## src/rtl/types_pkg.sv

```systemverilog
// Shared core types: datapath width plus the state and owner encodings used by the
// unified-memory arbiter.
package types_pkg;

    localparam int XLEN = 32;

    typedef enum logic [1:0] {
        IDLE,
        ISSUE,
        WAIT,
        RESP
    } mem_arb_state_t;

    typedef enum logic {
        OWN_IF,
        OWN_D
    } mem_arb_owner_t;

endpackage

```

## src/rtl/mem_arbiter.sv

```systemverilog
// Shares one single-port memory between the fetch and data ports. It runs one
// transaction at a time, gives data priority, and bounds how long fetch can be starved.
module mem_arbiter
    import types_pkg::*;
#(
    parameter int MEM_LATENCY  = 2,
    parameter int STARVE_LIMIT = 4
) (
    input  logic              clk,
    input  logic              reset,
    input  logic              if_req,
    input  logic [XLEN-1:0]   if_addr,
    output logic              if_gnt,
    output logic              if_rvalid,
    output logic [XLEN-1:0]   if_rdata,
    input  logic              d_req,
    input  logic              d_we,
    input  logic [XLEN-1:0]   d_addr,
    input  logic [XLEN-1:0]   d_wdata,
    input  logic [XLEN/8-1:0] d_be,
    output logic              d_gnt,
    output logic              d_rvalid,
    output logic [XLEN-1:0]   d_rdata,
    output logic              mem_en,
    output logic              mem_we,
    output logic [XLEN-1:0]   mem_addr,
    output logic [XLEN-1:0]   mem_wdata,
    output logic [XLEN/8-1:0] mem_be,
    input  logic [XLEN-1:0]   mem_rdata
);

    localparam int BE_W     = XLEN / 8;
    localparam int LAT_W    = (MEM_LATENCY > 1) ? $clog2(MEM_LATENCY) : 1;
    localparam int STARVE_W = $clog2(STARVE_LIMIT + 1);
    localparam logic [LAT_W-1:0]    LAT_INIT   = LAT_W'(MEM_LATENCY - 1);
    localparam logic [STARVE_W-1:0] STARVE_MAX = STARVE_W'(STARVE_LIMIT);

    mem_arb_state_t        state, nextState;
    mem_arb_owner_t        owner;
    logic [XLEN-1:0]       addrQ, wdataQ, ifRdataQ, dRdataQ;
    logic [BE_W-1:0]       beQ;
    logic                  weQ;
    logic [LAT_W-1:0]      latCnt;
    logic [STARVE_W-1:0]   starveCnt;
    logic                  anyReq, grantIf, accept;

    // Fetch only wins over a competing data request once data has used up its quota.
    always_comb begin
        anyReq  = if_req | d_req;
        grantIf = if_req & (~d_req | (starveCnt == STARVE_MAX));
        accept  = anyReq & ((state == IDLE) | (state == RESP));
    end

    always_comb begin
        nextState = state;
        case (state)
            IDLE:    if (anyReq) nextState = ISSUE;
            ISSUE:   nextState = WAIT;
            WAIT:    if (latCnt == '0) nextState = RESP;
            RESP:    nextState = anyReq ? ISSUE : IDLE;
            default: nextState = IDLE;
        endcase
    end

    always_ff @(posedge clk or negedge reset) begin
        if (!reset) begin
            state <= IDLE;
        end else begin
            state <= nextState;
        end
    end

    // The latched request and the per-port read-data registers are
    // cleared by reset, so the memory bus and rdata outputs read 0 until
    // the first grant.
    always_ff @(posedge clk or negedge reset) begin
        if (!reset) begin
            owner     <= OWN_IF;
            addrQ     <= '0;
            wdataQ    <= '0;
            beQ       <= '0;
            weQ       <= 1'b0;
            latCnt    <= '0;
            starveCnt <= '0;
            ifRdataQ  <= '0;
            dRdataQ   <= '0;
        end else begin
            if (accept) begin
                owner <= grantIf ? OWN_IF : OWN_D;
                addrQ <= grantIf ? if_addr : d_addr;
                weQ   <= grantIf ? 1'b0 : d_we;
                beQ   <= grantIf ? {BE_W{1'b1}} : d_be;
                if (!grantIf) begin
                    wdataQ <= d_wdata;
                end
            end
            if (state == ISSUE) begin
                latCnt <= LAT_INIT;
                if ((owner == OWN_IF) || !if_req) begin
                    starveCnt <= '0;
                end else if (starveCnt != STARVE_MAX) begin
                    starveCnt <= starveCnt + 1'b1;
                end
            end
            if (state == WAIT) begin
                if (latCnt == '0) begin
                    if (owner == OWN_IF) begin
                        ifRdataQ <= mem_rdata;
                    end else begin
                        dRdataQ <= weQ ? '0 : mem_rdata;
                    end
                end else begin
                    latCnt <= latCnt - 1'b1;
                end
            end
        end
    end

    always_comb begin
        mem_en    = (state == ISSUE);
        mem_we    = mem_en & weQ;
        mem_addr  = addrQ;
        mem_wdata = wdataQ;
        mem_be    = beQ;
        if_gnt    = mem_en & (owner == OWN_IF);
        d_gnt     = mem_en & (owner == OWN_D);
        if_rvalid = (state == RESP) & (owner == OWN_IF);
        d_rvalid  = (state == RESP) & (owner == OWN_D);
        if_rdata  = ifRdataQ;
        d_rdata   = dRdataQ;
    end

endmodule

```

## config.mk

```make
export PLATFORM = sky130hd
export DESIGN_NAME = mem_arbiter
export DESIGN_NICKNAME = d
export VERILOG_FILES = /design/src/rtl/types_pkg.sv /design/src/rtl/mem_arbiter.sv
export SDC_FILE = /design/constraint.sdc
export NUM_CORES = 1
export LEC_CHECK = 0
export CORE_ASPECT_RATIO = 1.75
export CORE_MARGIN = 2
export CORE_UTILIZATION = 40
export DETAILED_ROUTE_END_ITERATION = 8
export PLACE_DENSITY_LB_ADDON = 0.2
export SETUP_SLACK_MARGIN = 0.2
export SYNTH_ARGS = -nofsm -noshare
export SYNTH_HDL_FRONTEND = slang
export SYNTH_SLANG_ARGS = --single-unit
```

## constraint.sdc

```tcl
create_clock -name clk -period 3.1 [get_ports clk]
set_input_delay 0.62 -clock clk [delete_from_list [all_inputs] [get_ports clk]]
set_output_delay 0.62 -clock clk [all_outputs]
set_load 0.005 [all_outputs]
```

---- After elaboration in Yosys (flattened, before gate mapping) ----
Index checks and enable logic that the tools add are counted.
cells by class
  add/subtract/negate cells ............... 2
  eq/ne operators ......................... 7
  mux-type cells .......................... 14
  bitwise gates (word level) .............. 14
  reduce and logical (&&, ||, !) cells .... 9
operators with widths
  cell                                                  number
  2-to-1 mux 32 bit                                     2
  one-hot mux 2 bit (4 select lines)                    1
  AND 1 bit                                             7
  2-to-1 mux 1 bit                                      6
  2-to-1 mux 3 bit                                      2
  AND reduction 2 bit                                   3
  AND reduction 3 bit                                   2
  equality test 2 bit (second input constant)           2
  2-to-1 mux 2 bit                                      2
  2-to-1 mux 4 bit                                      1
  inequality test 2 bit (second input constant)         2
  NOT 1 bit                                             4
  adder 3 x 1 -> 3 bit (second input constant)          1
  equality test 3 bit (second input constant)           1
  inequality test 3 bit (second input constant)         1
  bitwise OR 1 bit                                      3
  equality test 2 x 1 -> 1 bit (second input constant)  1
  zero test 2 bit                                       1
  nonzero test 2 bit                                    1
  zero test 1 bit                                       1
  logical OR 1 bit                                      1
  subtractor 1 bit (second input constant)              1
storage, ports and cells
  bits in registers ....................... 140

---- Depth between registers and ports, before layout ----
Gate-level depths: netlist of the first run.
  word-level depth ........................ 5
  gate-level depth with buffers ........... 8
  gate-level depth less buffers ........... 5

---- Least setup slack after synthesis of the first run ----
OpenSTA, ideal clock, no wires.
  path type ............................... register to register
  start point ............................. reg state[0]
  end point ............................... reg addrQ[15] (netlist: mem_addr[15])
  setup time .............................. 0.080 ns
  data arrival time ....................... 1.688 ns
  slack ................................... 1.331 ns
  cell stages (with the launch flop) ...... 9
  clock period less this slack ............ 1.769 ns
  cell sequence ........................... dfrtp_1 inv_1 ha_1 o21ba_2 buf_2 buf_2 buf_2 nand4_1 o211ai_2
between the ends
  cells in the longest elaborated chain, start to end .. 3
  elaborated cells on any way between the ends .. 4
ends and longest elaborated chain
  element                                                        RTL line           text
  from (decl)                                                    mem_arbiter.sv:38  mem_arb_state_t state, nextState;
  from (signal assigned)                                         mem_arbiter.sv:69  state <= nextState;
  equality test 2 bit / zero test 2 bit (equally long branches)  mem_arbiter.sv:51  accept = anyReq & ((state == IDLE) | (state == RESP));
  bitwise OR 1 bit (*)                                           mem_arbiter.sv:51
  AND 1 bit (*)                                                  mem_arbiter.sv:51
  to (signal assigned)                                           mem_arbiter.sv:90  addrQ <= grantIf ? if_addr : d_addr;
  to (decl)                                                      mem_arbiter.sv:40  logic [XLEN-1:0] addrQ, wdataQ, ifRdataQ, dRdataQ;
Mark *: on every way between the ends. The rest lies on a longest branch, timed or not.
A chain may end at the register's enable or synchronous reset.

---- Worst setup path in the final report of the first run ----
  start point ............................. reg state[1]
  end point ............................... out d_gnt
between the ends
  cells in the longest elaborated chain, start to end .. 2
ends and longest elaborated chain
  element                       RTL line            text
  equality test 2 x 1 -> 1 bit  mem_arbiter.sv:120  mem_en = (state == ISSUE);
  AND 1 bit                     mem_arbiter.sv:126  d_gnt = mem_en & (owner == OWN_D);
  to (decl)                     mem_arbiter.sv:21   output logic d_gnt,
Every way passes these cells.

==> metrics.md, run 1 <==
| Metric | Value |
|---|---|
| Post-synth EDFFs | `0` |
| Gr usage total | `21.9%` |
| Fin. max-slew vios | `0` |
| Final instance area | `0.00962 sq mm` |
| Syn Nets | `674` |
| Worst setup margin | `0.429 ns` |
| Area grow syn2layout | `56.9%` |
| Warnings from Yosys | `0` |
| Final WL | `17700 um` |
| # IOs | `275` |
| Final period utilization | `86.2%` |
| Max-Cap Viols | `0` |
| Congestion Overflow GR | `0` |
| Tightest Pin Transition | `0.550 ns` |
| CP Class | `reg -> out` |
| # setup viols final | `0` |
| Share of layout cells above drive strength 1 | `17.6%` |
| Power consumption | `9.93 mW` |
| Final ANT Viol Nets | `0` |
| Final min period | `2.67 ns` |
| Initial antenna violation count | `0` |
| Layout Nets | `938` |
| Number of remaining DRC errors | `0` |
| Setup tns final | `0 ns` |
| Dominant synthesized flop cell | `dfrtp_1` |
| Fill count | `1225` |
| Crit path DAT | `2.05 ns` |
| Pre-antenna DRT Iters | `4` |
| DR vias/cell | `5.17` |
| Critical path endpoint category | `output port` |
| Clock Path Buffers | `2` |
| Synthesized area | `0.00613 sq mm` |
| Status | `completed` |
| Yosys reg bits | `140` |
| Synth unique cells | `30` |
| Hpwl dp | `13000 um` |
| Post-CTS setup buffers | `0` |
| Die X-Extent | `97.6 um` |
| TritonCTS sink count | `140` |
| Worst Hold Class | `in -> async` |
| Cts bufs inserted | `17` |
| Crit start category | `flop` |
| Hold_buf cts | `0` |
| Number of H-tree levels | `4` |
| Ant diodes | `0` |
| Largest net degree at the start of global routing | `70` |
| Quantity of gates resized following cts | `0` |
| CTS tree | `done` |
| First-pass GRT wire length | `28600 um` |
| Slew Limit Headroom | `63.3%` |
| Final Hold Viols | `0` |
| Worst-path clk slew | `0.06 ns` |
| Setup Skew | `0.0128 ns` |
| Core Footprint | `0.0149 sq mm` |
| Starting Density | `41.1%` |
| Core Util, Final | `64.5%` |
| Worst-Skew Late Latency | `0.42 ns` |
| Max Clock Freq | `374 MHz` |
| Avg Cell Area, Syn | `11.6 sq um` |
| Clk root buf | `clkbuf_16` |
| Buffers on Ports | `274` |
| DR WL/cell | `17.9 um` |
| Vias in the first global route | `5526` |
| RSZ-0062 raised after global routing | `false` |
| IR Drop Worst-Case VDD | `0.000730 V` |
| Syn Inst Count | `530` |
| Pwr dens | `1030 mW/mm^2` |
| Gpl congestion | `0.780` |
| Crit path required time | `2.48 ns` |
| Cell row count | `59` |
| Sequential cell area fraction in the yosys report | `57.1%` |
| Fraction of registers with async set/reset | `100%` |
| LEAKAGE | `4.10 nW` |
| Full die area | `0.0164 sq mm` |
| Worst-path fanout max | `9` |
| DP Area | `0.00903 sq mm` |
| Die height | `168 um` |
| Routed vias | `5114` |
| Pre-CTS setup slack | `0.694 ns` |
| DRT iter0 DRCs | `163` |
-- state kept, by name, summed over array words and instances (netlist names) --
signal and cells:
d_rdata 32, if_rdata 32, mem_addr 32, mem_wdata 32, mem_be 4, starveCnt 3
state 2, latCnt 1, owner 1, weQ 1
-- final timing paths --
kind	slack, ns	cells after the start	end	start
hold reg to reg	0.48	2	d_rdata[1]	d_rdata[1]
hold / removal	0.16	1	if_rdata[8]	reset
setup / recovery	0.43	4	d_gnt	state[1]
min in group clk	0.48	2	d_rdata[1]	d_rdata[1]
setup reg to reg	1.14	5	if_rdata[17]	state[0]
max in group asynchronous	2.17	2	mem_wdata[15]	reset
-- cells in the final DEF, fill, tap and decap left out, types with 2 or more instances in the layout --
master           count
a21oi_1              7
a22o_1               2
and2_1               3
buf_12               2
buf_4                9
bufinv_16            2
clkbuf_16           17
clkdlybuf4s50_1    273
clkinv_4             2
clkinvlp_4           3
dfrtp_1            140
ha_1                 7
inv_1                4
inv_6                5
mux2_2              66
nand2_1            104
nand2b_1            32
nand3b_1             3
nand4_1             32
nor2_1              11
nor2b_1              2
o211ai_1             3
o211ai_2            29
o21ai_0             30
o21ai_1              5
-- critical path: stages (launching register included) --
cell	delay (ns)
dfrtp_1	0.42
inv_1	0.12
ha_1	0.36
and2_1	0.18
clkdlybuf4s50_1	0.55
-- area by class of cell --
type | count | area (sq um) | area share [%]
clock buffer | 19 | 443 | 4.60
clock inverter | 13 | 155 | 1.61
inverter | 4 | 15.0 | 0.156
multi-input combinational | 346 | 2430 | 25.2
sequential | 140 | 3500 | 36.4
tap | 183 | 229 | 2.38
timing repair buffer | 285 | 2850 | 29.6
-- Yosys cell counts (5+ instances only) --
library cell | number | share of area [%]
a21oi_1 | 7 | 0.57
buf_2 | 13 | 1.1
clkbuf_1 | 19 | 1.2
dfrtp_1 | 140 | 57
ha_1 | 7 | 1.4
mux2_2 | 66 | 12
nand2_1 | 104 | 6.4
nand2b_1 | 32 | 3.3
nand4_1 | 32 | 3.3
nor2_1 | 11 | 0.67
o211ai_2 | 29 | 5.9
o21ai_0 | 30 | 2.4
o21ai_1 | 5 | 0.41
-- cell families after synthesis --
group                      Yosys count  share of synthesized area, %
DFF                                140                          57.1
muxes                               66                          12.1
and+or+nand+nor                    191                          15.0
AOI/OAI and AO/OA                   82                          10.9
adders and majority gates            7                          1.43
buffers and inverters               44                          3.45
-- layer usage --
metal	global-route usage (%)	vias up	wire length, um
met5	0	-	0
li1	-	2364	-
met1	23.2	2507	6240
met3	5.60	41	1020
met4	9.96	0	624
met2	40.4	202	9820
-- through the flow --
step	hold slack [ns]	cells
after detailed placement	0.472	958
after floorplan	0.324	530
after CTS	0.175	990
after global routing	0.194	990
final	0.159	990
after global placement	0.464	958
-- power by group --
group	total (mW)	internal, mW	switching, mW
clock	2.05	1.23	0.822
combinational	4.61	2.75	1.86
sequential	3.27	2.75	0.518
(Power assumes the default switching activity.)
==> run 2: changes to the inputs <==
--- a/config.mk
+++ b/config.mk
@@ -5,10 +5,10 @@
 export SDC_FILE = /design/constraint.sdc
 export NUM_CORES = 1
 export LEC_CHECK = 0
-export CORE_ASPECT_RATIO = 1.75
 export CORE_MARGIN = 2
-export CORE_UTILIZATION = 40
+export CORE_UTILIZATION = 45
 export DETAILED_ROUTE_END_ITERATION = 8
+export MAX_ROUTING_LAYER = met4
 export PLACE_DENSITY_LB_ADDON = 0.2
 export SETUP_SLACK_MARGIN = 0.2
 export SYNTH_ARGS = -nofsm -noshare
==> run 2 against run 1 <==
  * Global-route usage up 2.4 points
  * Sequential share of layout area up 0.33 points
  * Clock-buffer cell count up 9
  * First-iteration DRC count up 110%
  * Critical path depth unchanged
  * Cell count down 1.0%
  * Total power down 2.6%
  * Register-to-register slack worse by 0.12 ns
  * Sequential cell count unchanged
  * Sequential power about the same
  * Largest power group unchanged
  * Highest routed layer unchanged
==> metrics.md, run 2 (synthesis gave the netlist of run 1 again) <==
| Metric | Value |
|---|---|
| Global Route met1 Usage | `29.1%` |
| Core Footprint | `0.0133 sq mm` |
| Met2 Use GR | `39.8%` |
| Final min period | `2.66 ns` |
| Congestion Overflow GR | `0` |
| WP buf/inv | `2` |
| Gpl congestion | `0.825` |
| Worst-path fanout max | `9` |
| Worst-path clk slew | `0.05 ns` |
| DRT iter0 DRCs | `337` |
| Max Clock Freq | `376 MHz` |
| Setup Skew | `0.00602 ns` |
| Routed vias | `5096` |
| Status | `completed` |
| CTS tree | `done` |
| Cts bufs inserted | `17` |
| Die height | `121 um` |
| # IOs | `275` |
| Fin. max-slew vios | `0` |
| Hpwl dp | `11800 um` |
| Grt met3 use | `5.28%` |
| Die X-Extent | `121 um` |
| Max-Cap Viols | `0` |
| First-pass GRT wire length | `26600 um` |
| LEAKAGE | `4.07 nW` |
| Inst Count DP | `951` |
| Critical Path Max Stage Delay | `0.54 ns` |
| Hold_buf cts | `0` |
| Quantity of gates resized following cts | `0` |
| Final WL | `16800 um` |
| Post-CTS setup buffers | `0` |
| Cell row count | `42` |
| CP delay by family, top | `buffers and inverters` |
| Crit path DAT | `2.04 ns` |
| Crit start category | `flop` |
| Fill count | `942` |
| Slowest cell on crit path | `clkdlybuf4s50_1` |
| Crit path required time | `2.48 ns` |
| Setup tns final | `0 ns` |
| RSZ-0062 raised after global routing | `false` |
| # setup viols final | `0` |
| Worst-Skew Late Latency | `0.41 ns` |
| Share of layout cells above drive strength 1 | `16.8%` |
| CP Class | `reg -> out` |
| Pwr dens | `1010 mW/mm^2` |
| Initial antenna violation count | `0` |
| Commonest non-fill, non-tap cell in the layout | `clkdlybuf4s50_1` |
| Starting Density | `46.1%` |
| Final period utilization | `85.7%` |
| Final Hold Viols | `0` |
| Area grow syn2layout | `55.5%` |
| DR vias/cell | `5.20` |
| Fin cells | `980` |
| Clk root buf | `clkbuf_16` |
| Register area | `0.00350 sq mm` |
| IR Drop Worst-Case VDD | `0.000616 V` |
| Busiest layer in global routing | `met2` |
| Power consumption | `9.68 mW` |
| Full die area | `0.0146 sq mm` |
| Vias in the first global route | `5338` |
| Ant diodes | `0` |
| Worst Hold Class | `in -> async` |
| Largest net degree at the start of global routing | `70` |
| Number of H-tree levels | `4` |
| Slew Limit Headroom | `55.3%` |
| Clock Path Buffers | `2` |
| Final ANT Viol Nets | `0` |
| TritonCTS sink count | `140` |
| Commonest non-fill, non-tap cells in the layout | `clkdlybuf4s50_1 (273), dfrtp_1 (140), nand2_1 (104)` |
| Buffers on Ports | `274` |
| Worst hold slack | `0.155 ns` |
| Pre-antenna DRT Iters | `5` |
| Gr usage total | `24.3%` |
| DR WL/cell | `17.1 um` |
| Number of remaining DRC errors | `0` |
| Critical path endpoint category | `output port` |
| Tightest Pin Transition | `0.671 ns` |
| Area occupied by multi-input gates | `0.00243 sq mm` |
| Layout Nets | `938` |
| Crit-path cells | `inv_1, ha_1, nor2b_1, clkdlybuf4s50_1` |
run 2: changes by cell type in the layout (fill, tap and decap cells not counted), sizes merged:
cell      delta
bufinv       -2
clkbuf       +9
clkinv       -1
clkinvlp     -3
inv          -6
run 2: worst paths after layout:
path                       slack (ns)      endpoint  cells past startpoint        start
setup / recovery                 0.44        if_gnt                      4     state[1]
hold / removal                   0.16    d_rdata[4]                      1        reset
setup reg to reg                 1.02  mem_addr[27]                      6     state[0]
hold reg to reg                  0.48   d_rdata[13]                      2  d_rdata[13]
max in group asynchronous        2.23   mem_addr[7]                      2        reset
min in group clk                 0.48   d_rdata[13]                      2  d_rdata[13]
run 2: layout make-up:
class	count	share of cell area (%)
inverter	4	0.157
clock inverter	1	0.0525
timing repair buffer	285	29.8
clock buffer	28	5.52
sequential	140	36.7
multi-input combinational	346	25.5
tap	176	2.31
run 2: report_power, final:
group / switching, mW / internal, mW
combinational: 1.84 / 2.72
clock: 0.692 / 1.14
sequential: 0.528 / 2.76
run 2: layer usage:
metal / share of wire (%) / wire length, um
met3: 5.7 / 959
met5: 0 / 0
met4: 3.2 / 541
met1: 40 / 6790
met2: 51 / 8500
run 2: worst reg2reg max path: cells and delay by family (launching register included):
kind | cells | cell delay [ns]
AOI/OAI and AO/OA | 2 | 0.40
DFF | 1 | 0.42
adders and majority gates | 1 | 0.34
and+or+nand+nor | 1 | 0.22
buffers and inverters | 2 | 0.63
run 2: per-stage QoR:
| step | setup WS [ns] | cell area [sq um] | util [%] |
|---|---|---|---|
| finish | 0.443 | 9540 | 71.7 |
| global route | 0.307 | 9540 | 71.7 |
| CTS | 0.395 | 9540 | 71.7 |
| detailed placement | 0.715 | 9000 | 67.7 |
| global placement | 0.767 | 9000 | 67.7 |
| floorplan | 1.33 | 6130 | - |
==> run 3: changes to the inputs <==
--- a/config.mk
+++ b/config.mk
@@ -5,12 +5,11 @@
 export SDC_FILE = /design/constraint.sdc
 export NUM_CORES = 1
 export LEC_CHECK = 0
-export CORE_MARGIN = 2
+export CORE_MARGIN = 4
 export CORE_UTILIZATION = 45
 export DETAILED_ROUTE_END_ITERATION = 8
 export MAX_ROUTING_LAYER = met4
 export PLACE_DENSITY_LB_ADDON = 0.2
-export SETUP_SLACK_MARGIN = 0.2
 export SYNTH_ARGS = -nofsm -noshare
 export SYNTH_HDL_FRONTEND = slang
 export SYNTH_SLANG_ARGS = --single-unit
==> run 3 against run 2 <==
  * Maximum frequency barely moved
  * Utilization rose by 0.33 points
  * Setup slack improved by 0.0025 ns
  * Sequential cell count did not move
  * Sequential share of layout area fell by 0.17 points
  * Clock skew rose by 0.00099 ns
  * Global-route usage fell by 1.6 points
  * Critical path type unchanged
  * Register-to-register slack improved by 0.13 ns
==> metrics.md, run 3 (synthesis gave the netlist of run 1 again) <==
| Metric | Value |
|---|---|
| Area occupied by multi-input gates | `0.00243 sq mm` |
| Worst Hold Class | `in -> async` |
| Inst Count DP | `949` |
| Setup tns final | `0 ns` |
| Largest net degree at the start of global routing | `82` |
| Final Hold Viols | `0` |
| Cell row count | `42` |
| Register area | `0.00350 sq mm` |
| Share of layout cells above drive strength 1 | `17.4%` |
| Routed vias | `5003` |
| Hold_buf cts | `0` |
| Die X-Extent | `125 um` |
| Final ANT Viol Nets | `0` |
| DR WL/cell | `17.5 um` |
| Vias in the first global route | `5258` |
| Crit path DAT | `2.03 ns` |
| Status | `completed` |
| Crit path required time | `2.48 ns` |
| Critical path endpoint category | `output port` |
| DRT iter0 DRCs | `270` |
| Fin cells | `981` |
| Area grow syn2layout | `56.2%` |
| IR Drop Worst-Case VDD | `0.000603 V` |
| Ant diodes | `0` |
| CTS tree | `done` |
| Worst-path fanout max | `9` |
| Fin. max-slew vios | `0` |
| CP Class | `reg -> out` |
| Full die area | `0.0156 sq mm` |
| Worst-path clk slew | `0.06 ns` |
| Power consumption | `9.85 mW` |
| Max-Cap Viols | `0` |
| Hpwl dp | `12300 um` |
| Commonest non-fill, non-tap cell in the layout | `clkdlybuf4s50_1` |
| TritonCTS sink count | `140` |
| # setup viols final | `0` |
| Slew Limit Headroom | `49.7%` |
| Clock Path Buffers | `2` |
| Post-CTS setup buffers | `0` |
| Worst-Skew Late Latency | `0.41 ns` |
| Cts bufs inserted | `17` |
| Pwr dens | `1030 mW/mm^2` |
| LEAKAGE | `4.09 nW` |
| Tightest Pin Transition | `0.754 ns` |
| Initial antenna violation count | `0` |
| Max Clock Freq | `377 MHz` |
| Commonest non-fill, non-tap cells in the layout | `clkdlybuf4s50_1 (273), dfrtp_1 (140), nand2_1 (104)` |
| First-pass GRT wire length | `27300 um` |
| Final min period | `2.65 ns` |
| Die height | `125 um` |
| Number of H-tree levels | `4` |
| Setup Skew | `0.00701 ns` |
| Worst setup margin | `0.446 ns` |
| Pre-CTS setup slack | `0.721 ns` |
| # IOs | `275` |
| RSZ-0062 raised after global routing | `false` |
| Congestion Overflow GR | `0` |
| Starting Density | `46.1%` |
| DR vias/cell | `5.10` |
| Gr usage total | `22.7%` |
| Core Util, Final | `72.1%` |
| Gpl congestion | `0.774` |
| Quantity of gates resized following cts | `0` |
| Crit start category | `flop` |
| Final period utilization | `85.6%` |
| Number of remaining DRC errors | `0` |
| Clk root buf | `clkbuf_16` |
| Fill count | `976` |
| Buffers on Ports | `274` |
| Layout Nets | `936` |
| Pre-antenna DRT Iters | `4` |
| Core Footprint | `0.0133 sq mm` |
| Final WL | `17100 um` |
[run 3: cell count changes in the layout (fill, tap and decap cells not counted), sizes merged]
cell,delta
clkbuf,-8
buf,-2
clkinv,+6
clkinvlp,+3
bufinv,+2
[run 3: final timing paths]
| kind | from | end | slack, ns | depth (start not counted) |
|---|---|---|---|---|
| hold reg to reg | d_rdata[30] | d_rdata[30] | 0.48 | 2 |
| hold / removal | reset | d_rdata[4] | 0.23 | 1 |
| min in group clk | d_rdata[30] | d_rdata[30] | 0.48 | 2 |
| setup reg to reg | state[0] | if_rdata[9] | 1.15 | 5 |
| setup / recovery | state[1] | mem_we | 0.45 | 4 |
| max in group asynchronous | reset | d_rdata[6] | 2.06 | 2 |
[run 3: area by class of cell]
| type | instances | area share [%] |
|---|---|---|
| flip-flops and latches | 140 | 36.6 |
| repair buffers | 283 | 29.6 |
| multi-input cells | 346 | 25.3 |
| clock buffers | 20 | 4.77 |
| well taps | 176 | 2.30 |
| clock inverters | 12 | 1.27 |
| inverters | 4 | 0.157 |
[run 3: stage by stage]
step                area [sq um]  hold WS (ns)
floorplan                   6130         0.324
global placement            9000         0.463
detailed placement          9000         0.472
CTS                         9580         0.268
global route                9580         0.283
finish                      9580         0.234
[run 3: metal layers]
metal  vias up  share of wire, %  track usage, %
li1       2363                 -               -
met1      2398                40            26.4
met2       218                51            37.3
met3        24               7.5            7.50
met4         0               2.1            7.74
met5         -                 0               -
[run 3: power breakdown]
| part | switching, mW | total (mW) | internal (mW) |
|---|---|---|---|
| clock network | 0.750 | 1.97 | 1.22 |
| logic | 1.83 | 4.58 | 2.75 |
| registers | 0.550 | 3.31 | 2.76 |
[run 3: critical path: stages (launching register included)]
cell	delay, ns
dfrtp_1	0.43
inv_1	0.12
ha_1	0.37
and2_1	0.20
clkdlybuf4s50_1	0.50
